### src/rtl/scan_counter_display.sv
// -----------------------------------------------------------------------------
// scan_counter_display
//
// Multi-digit up/down counter (BCD or hex digits) with a free-running prescaler
// and a time-multiplexed seven-segment driver for a common-anode display.
//
// Parameters
//   DIGITS     number of 4-bit digits counted and scanned (1..8)
//   HEX_MODE   0 = digits wrap 9<->0, 1 = digits wrap F<->0
//   DIV_COUNT  clock cycles per count tick (>= 2)
//   SCAN_COUNT clock cycles per digit scan step (>= 2)
//
// Ports
//   Clk_In    system clock, rising edge
//   Rst       synchronous active-high reset
//   Enable    1 = count on tick, 0 = hold (prescaler keeps running)
//   UpDown    1 = count up, 0 = count down
//   Load      parallel load strobe (wins over a coincident tick)
//   Load_Val  load value, digit i in bits [4i+3:4i]
//   Count     current counter value, same packing
//   Carry     one-cycle pulse after the counter wraps in either direction
//   Seg       active-low {A,B,C,D,E,F,G} of the selected digit (registered)
//   Anode     active-low one-hot digit select (registered)
// -----------------------------------------------------------------------------
module scan_counter_display #(
   parameter int DIGITS     = 4,
   parameter bit HEX_MODE   = 1'b0,
   parameter int DIV_COUNT  = 50000000,
   parameter int SCAN_COUNT = 100000
) (
   input  logic                  Clk_In,
   input  logic                  Rst,
   input  logic                  Enable,
   input  logic                  UpDown,
   input  logic                  Load,
   input  logic [4*DIGITS-1:0]   Load_Val,
   output logic [4*DIGITS-1:0]   Count,
   output logic                  Carry,
   output logic [6:0]            Seg,
   output logic [DIGITS-1:0]     Anode
);

   localparam int DW = $clog2(DIV_COUNT);
   localparam int SW = $clog2(SCAN_COUNT);
   localparam int IW = (DIGITS > 1) ? $clog2(DIGITS) : 1;

   localparam logic [DW-1:0] DIV_LAST  = DW'(DIV_COUNT - 1);
   localparam logic [SW-1:0] SCAN_LAST = SW'(SCAN_COUNT - 1);
   localparam logic [IW-1:0] IDX_LAST  = IW'(DIGITS - 1);
   localparam logic [3:0]    DIGIT_MAX = HEX_MODE ? 4'hF : 4'h9;

   logic [DW-1:0]          div_cnt;
   logic [SW-1:0]          scan_cnt;
   logic [IW-1:0]          idx;
   logic                   tick;
   logic                   scan_step;
   logic [4*DIGITS-1:0]    step_val;
   logic [4*DIGITS-1:0]    load_fix;
   logic                   wrap;
   logic                   ripple;
   logic [3:0]             cur_digit;
   logic [6:0]             glyph;

   assign tick      = (div_cnt == DIV_LAST);
   assign scan_step = (scan_cnt == SCAN_LAST);

   // Ripple counter step: each digit moves only while every lower digit is
   // rolling over; if the ripple survives past the top digit, the whole
   // counter has wrapped.
   // NOTE: every variable gets a default before any conditional assignment,
   // so no path through the block leaves a value unassigned (no latch).
   always_comb begin
      step_val = Count;
      ripple   = 1'b1;
      for (int i = 0; i < DIGITS; i++) begin
         if (ripple) begin
            if (UpDown) begin
               if (Count[4*i +: 4] == DIGIT_MAX) begin
                  step_val[4*i +: 4] = 4'd0;
               end else begin
                  step_val[4*i +: 4] = Count[4*i +: 4] + 4'd1;
                  ripple             = 1'b0;
               end
            end else begin
               if (Count[4*i +: 4] == 4'd0) begin
                  step_val[4*i +: 4] = DIGIT_MAX;
               end else begin
                  step_val[4*i +: 4] = Count[4*i +: 4] - 4'd1;
                  ripple             = 1'b0;
               end
            end
         end
      end
      wrap = ripple;
   end

   // In BCD mode an out-of-range loaded digit saturates at 9.
   always_comb begin
      load_fix = Load_Val;
      for (int i = 0; i < DIGITS; i++) begin
         if (!HEX_MODE && (Load_Val[4*i +: 4] > 4'd9)) begin
            load_fix[4*i +: 4] = 4'd9;
         end
      end
   end

   // Digit currently being scanned.
   always_comb begin
      cur_digit = 4'd0;
      for (int i = 0; i < DIGITS; i++) begin
         if (idx == IW'(i)) begin
            cur_digit = Count[4*i +: 4];
         end
      end
   end

   // Active-low {A,B,C,D,E,F,G} glyphs, full hex set in both modes.
   always_comb begin
      case (cur_digit)
         4'h0:    glyph = 7'b0000001;
         4'h1:    glyph = 7'b1001111;
         4'h2:    glyph = 7'b0010010;
         4'h3:    glyph = 7'b0000110;
         4'h4:    glyph = 7'b1001100;
         4'h5:    glyph = 7'b0100100;
         4'h6:    glyph = 7'b0100000;
         4'h7:    glyph = 7'b0001111;
         4'h8:    glyph = 7'b0000000;
         4'h9:    glyph = 7'b0000100;
         4'hA:    glyph = 7'b0001000;
         4'hB:    glyph = 7'b1100000;
         4'hC:    glyph = 7'b0110001;
         4'hD:    glyph = 7'b1000010;
         4'hE:    glyph = 7'b0110000;
         default: glyph = 7'b0111000;
      endcase
   end

   // NOTE: state registers use non-blocking assignments so every register
   // samples the pre-edge values, independent of statement order.
   always_ff @(posedge Clk_In) begin
      if (Rst) begin
         div_cnt  <= '0;
         scan_cnt <= '0;
         idx      <= '0;
         Count    <= '0;
         Carry    <= 1'b0;
         Seg      <= 7'b1111111;
         Anode    <= '1;
      end else begin
         div_cnt  <= tick ? '0 : div_cnt + 1'b1;
         scan_cnt <= scan_step ? '0 : scan_cnt + 1'b1;
         if (scan_step) begin
            idx <= (idx == IDX_LAST) ? '0 : idx + 1'b1;
         end

         // Display path lags the index/count by one cycle.
         Seg   <= glyph;
         Anode <= ~(DIGITS'(1) << idx);

         Carry <= 1'b0;
         if (Load) begin
            Count <= load_fix;           // a coincident tick is dropped
         end else if (tick && Enable) begin
            Count <= step_val;
            Carry <= wrap;
         end
      end
   end

endmodule

### config.mk
export PLATFORM = sky130hd
export DESIGN_NAME = scan_counter_display
export DESIGN_NICKNAME = d
export VERILOG_FILES = /design/src/rtl/scan_counter_display.sv
export SDC_FILE = /design/constraint.sdc
export NUM_CORES = 1
export LEC_CHECK = 0
export CORE_UTILIZATION = 32
export DETAILED_ROUTE_END_ITERATION = 6
export PLACE_DENSITY = 0.52
export SETUP_SLACK_MARGIN = 0.5
export SLEW_MARGIN = 20
export SYNTH_ARGS = -nofsm -noshare
export SYNTH_HDL_FRONTEND = slang
export SYNTH_SLANG_ARGS = --single-unit
### constraint.sdc
create_clock -name Clk_In -period 4.4 [get_ports Clk_In]
set_input_delay 0.66 -clock Clk_In [delete_from_list [all_inputs] [get_ports Clk_In]]
set_output_delay 0.66 -clock Clk_In [all_outputs]
set_load 0.01 [all_outputs]
==> results of run 1 <==
-- area by class of cell --
cell class | count | share of cell area, %
Timing Repair Buffer | 50 | 9.65
Clock inverter | 7 | 1.85
Tap cell | 172 | 4.19
Multi-Input combinational cell | 389 | 49.5
Clock buffer | 9 | 4.39
Inverter | 26 | 1.90
Sequential cell | 73 | 28.5
-- worst reg2reg max path: stages (launching register included) --
cell and delay [ns]:
dfxtp_1 0.40, inv_1 0.09, ha_1 0.31, a21oi_1 0.15, o21ai_0 0.12, a22oi_1 0.53
inv_1 0.15, ha_1 0.25, inv_1 0.09, a21oi_1 0.06, a211o_1 0.27, a21o_1 0.17
-- cell usage after synthesis (4+ instances only) --
library cell | number | share of area (%)
xor2_1 | 27 | 5.6
a211o_1 | 4 | 0.83
a211oi_1 | 4 | 0.71
a22oi_1 | 4 | 0.71
a221o_1 | 4 | 0.95
nand3b_1 | 5 | 0.89
nor4_1 | 12 | 1.8
a31oi_1 | 4 | 0.59
nor2_1 | 70 | 6.2
mux2i_1 | 9 | 2.1
nor3_1 | 17 | 2.0
or2_2 | 5 | 0.74
a21oi_1 | 19 | 2.3
inv_1 | 26 | 2.3
nand2_1 | 38 | 3.4
o21ai_0 | 23 | 2.7
and4_1 | 5 | 1.0
nand4_1 | 16 | 2.4
xnor2_1 | 19 | 3.9
ha_1 | 12 | 3.6
nand3_1 | 16 | 1.9
and3_1 | 9 | 1.3
dfxtp_1 | 73 | 35
clkbuf_1 | 29 | 2.6
a311oi_1 | 6 | 1.2
-- worst max path at each step --
| stage | from | to | depth (start not counted) |
|---|---|---|---|
| global route | idx[0] | Seg[3] | 11 |
| detailed placement | UpDown | Count[14] | 7 |
| finish | UpDown | Count[14] | 7 |
| floorplan | idx[0] | Seg[0] | 10 |
| CTS | UpDown | Count[14] | 7 |
| global placement | UpDown | Count[14] | 7 |
-- power groups by stage --
stage | logic, mW | clock network [mW] | registers [mW]
finish | 0.193 | 0.797 | 0.716
global route | 0.214 | 0.844 | 0.721
CTS | 0.195 | 0.815 | 0.717
detailed placement | 0.194 | 0 | 0.731
global placement | 0.192 | 0 | 0.731
floorplan | 0.129 | 0 | 0.716
-- cells in the final DEF, fill, tap and decap left out, drive strengths merged, types with 3 or more instances in the layout --
cell,n
mux2i,9
clkbuf,9
clkdlybuf4s50,48
a211oi,4
nand3b,5
or2,6
nand4,17
and4,5
xor2,27
o21ai,23
nand3,16
o22ai,3
or3,3
xnor2,19
a211o,4
and2,4
dfxtp,73
a221oi,5
nor2b,3
o221ai,3
and3,9
o31ai,3
a21oi,19
nand2b,3
a221o,4
nor3,19
o211ai,3
nand2,38
a311oi,6
nor4,15
inv,26
a22oi,4
nor2,70
a31oi,4
clkinv,4
ha,12
-- logic make-up (layout without fill, tap and decap cells) --
family | Yosys count | count (layout) | synth area share [%]
compound gates | 98 | 98 | 16.2
xor+xnor | 46 | 46 | 9.54
fa+ha+maj | 12 | 12 | 3.55
buf+inv | 60 | 92 | 5.54
flops | 73 | 73 | 34.6
mux | 11 | 11 | 2.67
simple gates | 222 | 222 | 27.9
-- layer usage --
layer / up-vias / GRT usage, %
met1: 1784 / 20.3
met5: - / 0
met3: 16 / 5.15
met4: 0 / 5.91
li1: 1925 / -
met2: 74 / 26.0
-- stage by stage --
| step | worst slack (ns) | util, % | instances | power [mW] |
|---|---|---|---|---|
| finish | 1.55 | 40.4 | 726 | 1.71 |
| global route | 1.41 | 40.4 | 726 | 1.78 |
| CTS | 1.58 | 40.4 | 726 | 1.73 |
| detailed placement | 1.22 | 37.8 | 710 | 0.925 |
| global placement | 1.28 | 37.8 | 710 | 0.923 |
| floorplan | 2.05 | - | 522 | 0.845 |
-- flip-flops by register name, indices dropped and copies added, names as in the netlist --
| name | flops |
|---|---|
| Count | 16 |
| Anode | 4 |
| Seg | 7 |
| idx | 2 |
| scan_cnt | 17 |
| div_cnt | 26 |
| Carry | 1 |
==> results by group, run 1 <==
Clock network
  – CTS max path bufs: 2
  – Clk slew on worst S/H paths: 0.06 ns
  – Post-CTS Resized: 0
  – TritonCTS Buffers: 9
  – Clk_lat worst skew: 0.34 ns
  – CTS Sinks: 73
  – Root Buffer Master: clkbuf_16
  – CTS tree: done
  – # hold bufs at CTS: 0
  – Total setup buffers inserted after CTS: 0
  – H-tree lvl count: 3

Min path
  – HP Class: reg2reg
  – Min-Delay Path Depth: 1
  – Hold Path End: div_cnt[0]
  – Hold path startpoint: div_cnt[0]

Critical path
  – Crit Path Category: in2reg
  – WP buf/inv: 2
  – Largest stage delay on the critical path: 0.88 ns
  – Crit path cell chain: clkdlybuf4s50_1 > buf_4 > and3_1 > o211ai_1 > nor4_4 > nor4_1 > a211o_1
  – Worst Setup End Kind: register
  – RR Startpoint: idx[0]
  – Req. time, crit path: 4.63 ns
  – Internal reg-to-reg setup slack: 1.72 ns
  – Critical path fanouts, max: 20
  – CP delay by family, top: buffers and inverters
  – FF-to-FF path depth: 11
  – Worst setup SP type: input pin
  – Crit-path slowest cell: clkdlybuf4s50_1
  – End of the worst register-to-register path: Seg[3]
  – Crit path DAT: 3.08 ns

Placed design
  – Dpl hpwl: 7220 um
  – Routability cong.: 0.804
  – Cell Area, Placed: 4810 sq um
  – Input/output buffers: 48

Floorplanning
  – Initial Util: 33.2%
  – Number of cell rows: 41
  – Core area: 12700 sq um
  – DIE HEIGHT: 117 um
  – I/O pin count: 49
  – Die W: 117 um
  – Die Area: 13700 sq um

Global route
  – Gr ovfl total: 0
  – Tot GR Track Use: 16.1%
  – Number of global-route vias before repair: 3501
  – Global-route wire length before repair: 16800 um
  – Largest net degree at the start of global routing: 27
  – Initial antenna violation count: 0

Synthesis
  – Cells after Synth: 522
  – Synth cell types: 62
  – Mapped cell area: 4230 sq um
  – Post-synthesis sequential area ratio: 34.6%
  – Warnings from Yosys: 0
  – Ys flop type: dfxtp_1
  – EDFF count, synth: 0
  – #FFs+latches synth: 73
  – Asr flop ratio synth: 0%
  – Syn_nets: 555
  – Syn avg cell area: 8.09 sq um

Final layout
  – Post-route standard cell area excluding fillers: 5130 sq um
  – Final nets: 582
  – Register area: 1460 sq um
  – Synth-to-layout area growth: 21.5%
  – Antenna Cells: 0
  – Layout cells sized above 1: 6.32%
  – Multi-input gate area: 2540 sq um
  – Filler cell count: 1312

Outcome
  – Status: finished clean

Power and ir drop
  – Seq pwr share: 42.0%
  – Pwr dens: 332 nW/um^2
  – Clk pwr share: 46.7%
  – Net Switching: 431 uW
  – Static Leak: 1.83 nW
  – Combinational share of power: 11.3%
  – Max VDD drop: 0.200 mV
  – Pint: 1.28 mW
  – Sw Ratio: 25.3%

STA
  – Period utilisation layout: 64.8%
  – Pins Over Slew Limit: 0
  – Final TNS setup: 0 ns
  – Final min period: 2.85 ns
  – F_max: 0.351 GHz
  – Slew headroom: 37.2%
  – Final setup violation count: 0
  – Tightest Pin Transition: 0.942 ns
  – Final Hold Slack: 0.455 ns
  – RSZ-0062 raised after global routing: no
  – Final hold vios: 0
  – Clock skew: 0.00884 ns

Route
  – WL/cell: 14.1 um
  – Post-DRT Antenna Nets: 0
  – DRC errors left: 0
  – Vias: 3799
  – Via/cell ratio: 5.23
  – Drt pass-1 iters: 4
  – M1 WL: 4820 um
  – Max layer used: met4
  – WL met3: 513 um
  – Met2 wire len: 4700 um
  – Routed WL: 10200 um
  – Number of DRC markers in iteration 0: 167

Job
  – Max-cap violations: 0
No activity file was read; power rests on OpenSTA's default activity.
==> inputs of run 2 (changes only) <==
==> constraint.sdc (replaced) <==
create_clock -name Clk_In -period 2.94 [get_ports Clk_In]
set_input_delay 0.441 -clock Clk_In [delete_from_list [all_inputs] [get_ports Clk_In]]
set_output_delay 0.441 -clock Clk_In [all_outputs]
set_load 0.01 [all_outputs]
==> results by group, run 2 (same netlist as run 1, synthesis figures left out) <==
Outcome
  – Status: finished clean

Critical path
  – RR Startpoint: idx[1]
  – Largest stage delay on the critical path: 0.58 ns
  – Internal reg-to-reg setup slack: 0.71 ns
  – Crit-path slowest cell: clkdlybuf4s50_1
  – Setup crit start: UpDown
  – Req. time, crit path: 3.17 ns
  – CP delay by family, top: buffers and inverters
  – FF-to-FF path depth: 9
  – End of the worst register-to-register path: Seg[3]
  – Crit Path Category: in2reg
  – Crit path DAT: 2.47 ns
  – Worst setup SP type: input pin
  – Worst Setup End Kind: register
  – Critical path fanouts, max: 17
  – WP buf/inv: 2
  – Crit path cell chain: clkdlybuf4s50_1 > buf_4 > and3_1 > o211ai_1 > nor4_4 > nor4_1 > a211o_1

Floorplanning
  – Initial Util: 33.2%
  – Number of cell rows: 41
  – Die W: 117 um
  – Core area: 12700 sq um
  – I/O pin count: 49
  – DIE HEIGHT: 117 um
  – Die Area: 13700 sq um

STA
  – Final TNS setup: 0 ns
  – Final setup violation count: 0
  – Period utilisation layout: 76.1%
  – Final min period: 2.24 ns
  – Tightest Pin Transition: 0.756 ns
  – Slew headroom: 49.2%
  – Clock skew: 0.00866 ns
  – RSZ-0062 raised after global routing: no
  – Pins Over Slew Limit: 0
  – F_max: 0.447 GHz
  – Final hold vios: 0

Power and ir drop
  – Static Leak: 1.90 nW
  – Pwr dens: 516 nW/um^2
  – Net Switching: 631 uW
  – Combinational share of power: 11.1%
  – Max VDD drop: 0.260 mV
  – Clk pwr share: 49.5%
  – Seq pwr share: 39.4%
  – Pint: 2.09 mW
  – Sw Ratio: 23.2%

Final layout
  – Top reg by flops: div_cnt
  – Synth-to-layout area growth: 24.8%
  – Final nets: 593
  – Antenna Cells: 0
  – Max reg flops: 26
  – Largest registers: div_cnt (26), scan_cnt (17), Count (16)
  – Layout cells sized above 1: 8.85%
  – Most frequent standard cell in the layout excluding fill and tap cells: dfxtp_1
  – Commonest cells after routing, fill and taps aside: 72 x dfxtp_1, 70 x nor2_1, 48 x clkdlybuf4s50_1
  – Final core occ: 41.5%

Route
  – WL/cell: 13.8 um
  – DRC errors left: 0
  – Routed WL: 10200 um
  – Vias: 3807
  – Via/cell ratio: 5.17
  – Number of DRC markers in iteration 0: 180
  – Drt pass-1 iters: 4
  – Post-DRT Antenna Nets: 0

Job
  – Max-cap violations: 0

Min path
  – Hold Path End: div_cnt[0]
  – Hold path startpoint: div_cnt[0]
  – HP Class: reg2reg
  – Min-Delay Path Depth: 1

Global route
  – Number of global-route vias before repair: 3544
  – Gr ovfl total: 0
  – Global-route wire length before repair: 17000 um
  – Initial antenna violation count: 0
  – Tot GR Track Use: 16.1%
  – Largest net degree at the start of global routing: 26

Placed design
  – Routability cong.: 0.834
  – Dpl hpwl: 7260 um
  – Input/output buffers: 48

Clock network
  – CTS max path bufs: 2
  – CTS Sinks: 73
  – H-tree lvl count: 3
  – Clk slew on worst S/H paths: 0.06 ns
  – CTS tree: done
  – Root Buffer Master: clkbuf_16
  – Clk_lat worst skew: 0.34 ns
  – TritonCTS Buffers: 9
## run 2: cell count changes in the layout (fill, tap and decap cells not counted), sizes merged
cell	before	now
clkinv	4	1
buf	2	13
inv	26	27
bufinv	2	4
## run 2: metal layers
| metal | global-route usage (%) | wire, um | vias up | share of wire (%) |
|---|---|---|---|---|
| met1 | 20.4 | 4830 | 1791 | 47 |
| li1 | - | - | 1934 | - |
| met2 | 26.6 | 4750 | 74 | 47 |
| met5 | 0 | 0 | - | 0 |
| met4 | 4.98 | 109 | 0 | 1.1 |
| met3 | 4.38 | 500 | 8 | 4.9 |
## run 2: area by class of cell
cell class,count,area (sq um)
Timing Repair Buffer,61,578
Inverter,26,97.6
Multi-Input combinational cell,389,2550
Tap cell,172,215
Sequential cell,73,1460
Fill cell,1312,7450
Clock inverter,7,141
Clock buffer,9,225
## run 2: how the worst max path moves through the flow
| stage | to | slack (ns) | depth (start not counted) |
|---|---|---|---|
| final | Count[14] | 0.70 | 7 |
| after CTS | Seg[3] | 0.62 | 12 |
| after detailed placement | Count[14] | 0.37 | 7 |
| after global routing | Seg[3] | 0.50 | 12 |
| after floorplan | Seg[0] | 0.59 | 10 |
| after global placement | Count[14] | 0.41 | 7 |
## run 2: what timing repair did
item | 4_1_cts | 5_1_grt
hold buffers | 0 | 0
buffers inserted | 0 | 2
setup endpoints to repair | 1 | 5
pin swaps | 0 | 1
resized for setup | 1 | 3
## run 2: power by group through the flow
| stage | clock network (mW) | logic (mW) | registers, mW |
|---|---|---|---|
| 2_1_floorplan | 0 | 0.193 | 1.07 |
| 3_3_place_gp | 0 | 0.297 | 1.09 |
| 3_5_place_dp | 0 | 0.299 | 1.09 |
| 4_1_cts | 1.38 | 0.301 | 1.07 |
| 5_1_grt | 1.42 | 0.337 | 1.08 |
| 6_report | 1.35 | 0.301 | 1.07 |
## run 2: per-stage QoR
stage / power (mW) / area [sq um] / std cells / setup WS (ns) / hold slack (ns)
global placement: 1.39 / 4880 / 719 / 0.413 / 0.430
finish: 2.72 / 5270 / 737 / 0.702 / 0.449
detailed placement: 1.39 / 4880 / 719 / 0.367 / 0.439
CTS: 2.76 / 5250 / 735 / 0.619 / 0.448
global route: 2.84 / 5270 / 737 / 0.501 / 0.480
floorplan: 1.26 / 4230 / 522 / 0.591 / 0.418
==> edit: new RTL, config.mk and constraints of run 1 <==
Change the parameter `SCAN_COUNT` from 100000 to 400000.
--- a/src/rtl/scan_counter_display.sv
+++ b/src/rtl/scan_counter_display.sv
@@ -26,7 +26,7 @@
    parameter int DIGITS     = 4,
    parameter bit HEX_MODE   = 1'b0,
    parameter int DIV_COUNT  = 50000000,
-   parameter int SCAN_COUNT = 100000
+   parameter int SCAN_COUNT = 400000
 ) (
    input  logic                  Clk_In,
    input  logic                  Rst,
Behaviour: same outputs for any inputs over 10 cycles, from zero or initial values and one cycle with Rst high; that may be too few to reach the edited logic, so the function may still have changed.
==> edit against run 1 <==
- utilization is 0.54 points lower
- sequential power rose by 2%
- hold slack got worse by 0.015 ns
- first-iteration DRC count is 65% higher
- design area up 2.3%
- synthesized cell count up 2.9%
- routed wire length is 1.8% higher
- area after synthesis grew 2.2%
- via count is 0.58% higher
- sequential cell count increased by 2
- setup slack improved by 0.082 ns
- clock power increased by 3.5%
- total power up 2.7%
- critical path type unchanged
==> edit: results (changes against run 1) <==
stage	metric	value	unit	change
status	status	finished clean		
grt	first-pass GRT wire length	17320	µm	+3.0%
grt	vias in the first global route	3511		+0.29%
routing	metal2 WL	4942	µm	+5.1%
synth	Area contributors post-synth	dfxtp_1 35%, nor2_1 6.3%, xnor2_1 5.7%, xor2_1 4.1%, ha_1 3.5%		
clocking	clk_lat worst skew	0.34	ns	about the same
clocking	post_cts resized	0		unchanged
clocking	Bufs on Longest Clock Path	2		unchanged
synth	register area share after synthesis	34.78	%	+0.20 points
placement	DP HPWL	7479	µm	+3.6%
critical_path	worst endpoint data arrival time	3.01	ns	-0.07 ns
critical_path	worst-path maximum fanout	26		+30%
final_layout	Reg with most FFs	div_cnt		
synth	FFs w/ async S/R, synth	0	%	unchanged
routing	Initial DRT Pass Iterations	4		unchanged
routing	WL/cell	13.89	µm	-1.2%
clocking	H-tree Lvls	3		unchanged
final_layout	Total Nets Final	600		+3.1%
sta	Slew HR	32.34	%	-4.9 points
pwr	Leakage Power	1.892	nW	+3.3%
sta	Setup Skew	0.008241	ns	-0.0005951 ns
grt	pin count of the biggest net entering global routing	27		unchanged
final_layout	antenna cells	0		unchanged
synth	Mapped Nets	570		+2.7%
hold_path	Hold WC Path Type	reg -> reg		
pwr	VDD IR-drop max	0.0001706	V	-15%
clocking	setup bufs post-CTS	0		unchanged
grt	GRT Total Usage	15.45	%	-0.70 points
synth	warning count from the yosys run	0		unchanged
placement	port bufs	48		unchanged
clocking	Root Driver	clkbuf_16		
routing	wire length on met3	284	µm	-45%
placement	Routability Congestion	0.8074		+0.44%
routing	DR iter-0 viols	276		+65%
synth	commonest cells in the netlist	75 x dfxtp_1, 72 x nor2_1, 38 x nand2_1		
routing	Avg Vias per Cell	5.108		-2.4%
clocking	clock-pin slew on the worst setup and hold paths	0.06	ns	about the same
pwr	internal power	1.327	mW	+4.1%
final_layout	Filler Cells Inserted	1329		+1.3%
final_layout	share of cells above drive strength 1	5.594	%	-0.72 points
routing	wl on met1	5047	µm	+4.7%
grt	initial antenna violation count	0		unchanged
final_layout	biggest regs	div_cnt (26), scan_cnt (19), Count (16)		
synth	Yosys cell types	67		+8.1%
clocking	cts bufs inserted	9		unchanged
routing	DR top layer	met4		
[edit: final timing paths]
check | startpoint | slack [ns] | depth (start not counted) | to
setup / recovery | UpDown | 1.63 | 7 | Count[13]
hold / removal | div_cnt[0] | 0.44 | 1 | div_cnt[0]
setup reg to reg | idx[0] | 1.80 | 9 | Seg[6]
hold reg to reg | div_cnt[0] | 0.44 | 1 | div_cnt[0]
[edit: power by group through the flow]
stage / sequential [mW] / clock (mW) / combinational (mW)
finish: 0.733 / 0.825 / 0.194
global placement: 0.748 / 0 / 0.193
detailed placement: 0.749 / 0 / 0.194
floorplan: 0.735 / 0 / 0.125
CTS: 0.733 / 0.849 / 0.195
global route: 0.738 / 0.880 / 0.215
[edit: layout make-up]
cell class | count | area share [%]
Clock buffer | 11 | 4.813
Sequential cell | 75 | 28.59
Timing Repair Buffer | 50 | 9.435
Clock inverter | 5 | 1.573
Tap cell | 176 | 4.193
Inverter | 27 | 1.930
Multi-Input combinational cell | 404 | 49.46
[edit: critical path, stage by stage]
cell and delay (ns):
clkdlybuf4s50_1 0.74, buf_4 0.36, and2_1 0.24, a21boi_0 0.22
nor3b_1 0.07, or4b_1 0.47, a311oi_1 0.25
[edit: cells by family (layout without fill, tap and decap cells)]
kind of cell / count (synthesis) / count (layout) / synth area share, %
AOI/OAI and AO/OA: 104 / 104 / 16.35
and+or+nand+nor: 232 / 232 / 28.61
buffers and inverters: 58 / 93 / 5.130
DFF: 75 / 75 / 34.78
xor gates and xnor gates: 48 / 48 / 9.739
muxes: 8 / 8 / 1.913
adders and majority gates: 12 / 12 / 3.478
[edit: layer usage]
layer | vias up | GRT usage (%)
met2 | 63 | 24.96
met4 | 0 | 5.849
li1 | 1968 | -
met1 | 1782 | 19.95
met5 | - | 0
met3 | 8 | 3.523
[edit: through the flow]
| step | cells | hold slack, ns | util (%) | setup slack [ns] | instance area, µm² |
|---|---|---|---|---|---|
| 2_1_floorplan | 537 | 0.4132 | - | 2.140 | 4317 |
| 4_1_cts | 748 | 0.4424 | 39.81 | 1.653 | 5251 |
| 3_5_place_dp | 732 | 0.4338 | 37.27 | 1.299 | 4916 |
| 5_1_grt | 748 | 0.4643 | 39.81 | 1.368 | 5251 |
| 6_report | 748 | 0.4399 | 39.81 | 1.633 | 5251 |
| 3_3_place_gp | 732 | 0.4244 | 37.27 | 1.344 | 4916 |
